<file path="src/rtl/tmr_error_monitor.sv">
// Error monitor for TMR voter mismatch lines: sticky mask, saturating count, alarm, clear handshake.
// Optional first-error capture enabled by defining TMR_ERR_FIRST_CAPTURE_EN.
module tmr_error_monitor #(
    parameter int N_ERR  = 8,
    parameter int CNT_W  = 16,
    parameter int THRESH = 4
) (
    input  logic             clk,
    input  logic             rst,
    input  logic [N_ERR-1:0] err_in,
    input  logic             clr_req,
    output logic             clr_ack,
    output logic             err_any,
    output logic [N_ERR-1:0] err_sticky,
    output logic [CNT_W-1:0] err_cnt,
    output logic             err_sat,
    output logic             alarm
`ifdef TMR_ERR_FIRST_CAPTURE_EN
    ,
    output logic             first_valid,
    output logic [4:0]       first_idx,
    output logic [CNT_W-1:0] first_time
`endif
);

    localparam longint unsigned CntMax = (64'd1 << CNT_W) - 64'd1;
    localparam bit AlarmOn = (THRESH != 0);
    localparam logic [CNT_W-1:0] ThreshV = CNT_W'(THRESH);

    if (THRESH < 0 || 64'(THRESH) > CntMax) begin : gBadThresh
        $error("tmr_error_monitor: THRESH out of range for CNT_W");
    end

    if (N_ERR < 1 || N_ERR > 32) begin : gBadWidth
        $error("tmr_error_monitor: N_ERR must be 1..32");
    end

    typedef enum logic [1:0] {
        IDLE,
        CLEAR,
        ACK,
        WAIT_REL
    } state_t;

    state_t           state;
    logic [N_ERR-1:0] errQ;
    logic             errHit;

    assign errHit  = |errQ;
    assign err_sat = &err_cnt;

    always_ff @(posedge clk) begin
        if (rst) begin
            state      <= IDLE;
            errQ       <= '0;
            err_any    <= 1'b0;
            err_sticky <= '0;
            err_cnt    <= '0;
            alarm      <= 1'b0;
            clr_ack    <= 1'b0;
        end else begin
            errQ       <= err_in;
            err_any    <= |err_in;
            clr_ack    <= 1'b0;
            alarm      <= AlarmOn && (err_cnt >= ThreshV);
            err_sticky <= err_sticky | errQ;
            if (errHit && !err_sat) begin
                err_cnt <= err_cnt + CNT_W'(1);
            end
            unique case (state)
                IDLE: begin
                    if (clr_req) state <= CLEAR;
                end
                CLEAR: begin
                    // an error seen during the clear becomes the first new event
                    err_cnt    <= CNT_W'(errHit);
                    err_sticky <= errQ;
                    alarm      <= 1'b0;
                    clr_ack    <= 1'b1;
                    state      <= ACK;
                end
                ACK: begin
                    state <= WAIT_REL;
                end
                WAIT_REL: begin
                    if (!clr_req) state <= IDLE;
                end
                default: state <= IDLE;
            endcase
        end
    end

`ifdef TMR_ERR_FIRST_CAPTURE_EN
    function automatic logic [4:0] lowIdx(input logic [N_ERR-1:0] v);
        lowIdx = '0;
        for (int i = N_ERR - 1; i >= 0; i--) begin
            if (v[i]) lowIdx = 5'(i);
        end
    endfunction

    logic [CNT_W-1:0] tStamp;

    always_ff @(posedge clk) begin
        if (rst) begin
            tStamp      <= '0;
            first_valid <= 1'b0;
            first_idx   <= '0;
            first_time  <= '0;
        end else begin
            tStamp <= tStamp + CNT_W'(1);
            if (state == CLEAR) begin
                first_valid <= errHit;
                first_idx   <= errHit ? lowIdx(errQ) : 5'd0;
                first_time  <= errHit ? tStamp : '0;
            end else if (errHit && !first_valid) begin
                first_valid <= 1'b1;
                first_idx   <= lowIdx(errQ);
                first_time  <= tStamp;
            end
        end
    end
`endif

endmodule
</file>
<file path="config.mk">
export PLATFORM = sky130hd
export DESIGN_NAME = tmr_error_monitor
export DESIGN_NICKNAME = d
export VERILOG_FILES = /design/src/rtl/tmr_error_monitor.sv
export SDC_FILE = /design/constraint.sdc
export NUM_CORES = 1
export LEC_CHECK = 0
export ABC_AREA = 1
export CORE_UTILIZATION = 54
export DETAILED_ROUTE_END_ITERATION = 16
export GPL_ROUTABILITY_DRIVEN = 0
export PLACE_DENSITY = 0.91
export REMOVE_ABC_BUFFERS = 1
export SYNTH_ARGS = -nofsm -noshare
export SYNTH_HDL_FRONTEND = slang
export SYNTH_SLANG_ARGS = --single-unit
</file>
<file path="constraint.sdc">
create_clock -name clk -period 4.2 [get_ports clk]
set_clock_uncertainty 0.1 [all_clocks]
set_input_delay 0.42 -clock clk [delete_from_list [all_inputs] [get_ports clk]]
set_output_delay 0.42 -clock clk [all_outputs]
set_load 0.05 [all_outputs]
</file>
==> metrics <==
drt first pass iters 4; full die area 3646 µm²; H-tree lvl count 2; Overall Global Routing Usage 0.2488; Hold-fix buffers, CTS 0; Req. time, crit path 3.68 ns; Arrival @ worst endpoint 2.41 ns; Crit. End Element output pin; CORE AREA 3153 µm²; Register-to-Register Path Depth 7; Slew Viols, Final 0; layout cells sized above 1 0.08638; IO Pins 39; crit-path cells ha_1, nand2_1, nor2_2, nand2_2, nor2_4, clkdlybuf4s50_1; vias in the first global route 1603; most frequent cells in the layout nand2_1, nor2_1, clkdlybuf4s50_1; Port Buf Inserts 38; crit path from err_cnt[0]$_SDFFE_PP0P_; Main synth FF type dfxtp_1; Setup Buffers After CTS 0; Max clock buf depth 2; CTS root buf clkbuf_4; largest net degree at the start of global routing 22; critical path class reg -> out; post-DP HPWL 2889 µm; Worst slew margin 0.5522; Hold Path Cell Cnt 2; DP Area 2216 µm²; via density per instance 5.128; measured slew at the worst slew-check pin 0.6696 ns; Initial DRC Count 104; fin crit period 2.928 ns; status finished, final reports clean; Min-Delay Path Class reg -> reg; final wirelength 3870 µm; DR WL/cell 11.22 µm; Die W 60.38 µm; TritonCTS clock tree built; post-synthesis cell count 264; #FFs+latches synth 37; Final Net Count 318; Final Power 969.9 µW; area grow syn2layout 25.97%; Post-Syn Area 1841 µm²; final setup vio count 0; Reg2Reg Launch Point err_cnt[0]$_SDFFE_PP0P_; FMAX 341.5 MHz; total gr overflow 0; starting density of the core 0.5837; PwrDens 418.4 nW/µm²; n_diodes 0; min-delay src errQ[0]$_SDFF_PP0_; # clock sinks 37; Worst setup SP type register; TNS Setup 0 ns; most common cell after layout, fill and taps aside nand2_1; final worst slack 1.272 ns; design area 2318 µm²; CTS Buf Count 5; number of synthesized flops with an enable pin 0; # rows 20; Hold Fails Final Rpt 0; crit path max fanout 6; die height 60.38 µm; Post-CTS Resized 0; final core utilization 0.7353; worst vdd ir 0.3605 mV; P_leak 0.9580 nW; initial antenna violation count 0; first-pass GRT wire length 6672 µm; yosys warns 0; Residual DRC 0; Place WS 1.674 ns; Vias 1769; Distinct cells, synth 23; part of the Yosys area used for sequential elements 0.4024; Async SR Flop Fraction 0; Clock Latency Late Sink 0.36 ns; Detail Route Antenna Nets 0; Avg Inst Size Synth 6.972 µm²; max_cap viols 0; RSZ-0062 raised after global routing false; final worst path period share 0.6973; CP peak stage delay 0.82 ns; Reg clk slew, reported paths 0.11 ns; Slowest-stage cell, CP clkdlybuf4s50_1
## worst max-delay path: cells and delay by family, from the launching register on
kind,cells,cell delay (ns)
flip-flops,1,0.44
adder cells (fa/ha/maj),1,0.24
buffers and inverters,1,0.82
AND/OR/NAND/NOR,4,0.57
## cell type report
type                            instances  area [µm²]
Clock buffer                            5       37.54
Timing Repair Buffer                   38       380.4
Clock inverter                          3       65.06
Tap cell                               44       55.05
Fill cell                             271       834.6
Sequential cell                        37       740.7
Multi-Input combinational cell        182       904.6
Inverter                               36       135.1
## power breakdown
group | internal [mW] | switching [mW]
Sequential | 0.383 | 0.0266
Combinational | 0.0816 | 0.171
Clock | 0.184 | 0.123
Total | 0.649 | 0.321
## path summary, 6_finish.rpt
kind,slack [ns],endpoint
hold / removal,0.38,err_sticky[0]$_SDFF_PP0_
hold reg to reg,0.38,err_sticky[0]$_SDFF_PP0_
setup / recovery,1.27,err_sat
setup reg to reg,2.45,err_cnt[10]$_SDFFE_PP0P_
## through the flow
step | cells | hold WS, ns
after floorplan | 255 | 0.3374
after global placement | 337 | 0.3423
after detailed placement | 337 | 0.3583
after CTS | 345 | 0.3855
after global routing | 345 | 0.4033
final | 345 | 0.3791
## per-layer routing
layer  global-route usage  routed length, µm  vias to the layer above
met5                    0                  0                        -
met4               0.1262                104                        0
met3              0.09595                283                       12
met2               0.4254               1928                       61
met1               0.2666               1555                      803
li1                     -                  -                      893
## kinds of logic after synthesis
family / count (synthesis) / share of synthesized area
simple gates: 142 / 0.3379
buf+inv: 45 / 0.1060
flops: 37 / 0.4024
compound gates: 28 / 0.08226
fa+ha+maj: 7 / 0.04758
xor+xnor: 5 / 0.02379
## synth_stat cells, types with 3 or more instances
cell type / number / area (µm²)
nand3_1: 13 / 65.06
nand2_2: 6 / 37.54
dfxtp_1: 37 / 740.7
xor2_1: 4 / 35.03
nand4_1: 6 / 37.54
ha_1: 7 / 87.58
inv_1: 34 / 127.6
buf_4: 3 / 22.52
a21oi_1: 19 / 95.09
nand2_1: 59 / 221.5
nor4_1: 4 / 25.02
o21ai_0: 5 / 25.02
nor2_1: 44 / 165.2
nor2_2: 6 / 37.54
clkbuf_1: 4 / 15.01
## flip-flops by register name (all words and copies together), names as in the netlist
name,cells
err_cnt,16
errQ,8
err_sticky,8
state,2
alarm,1
clr_ack,1
err_any,1
(Power assumes the default switching activity.)
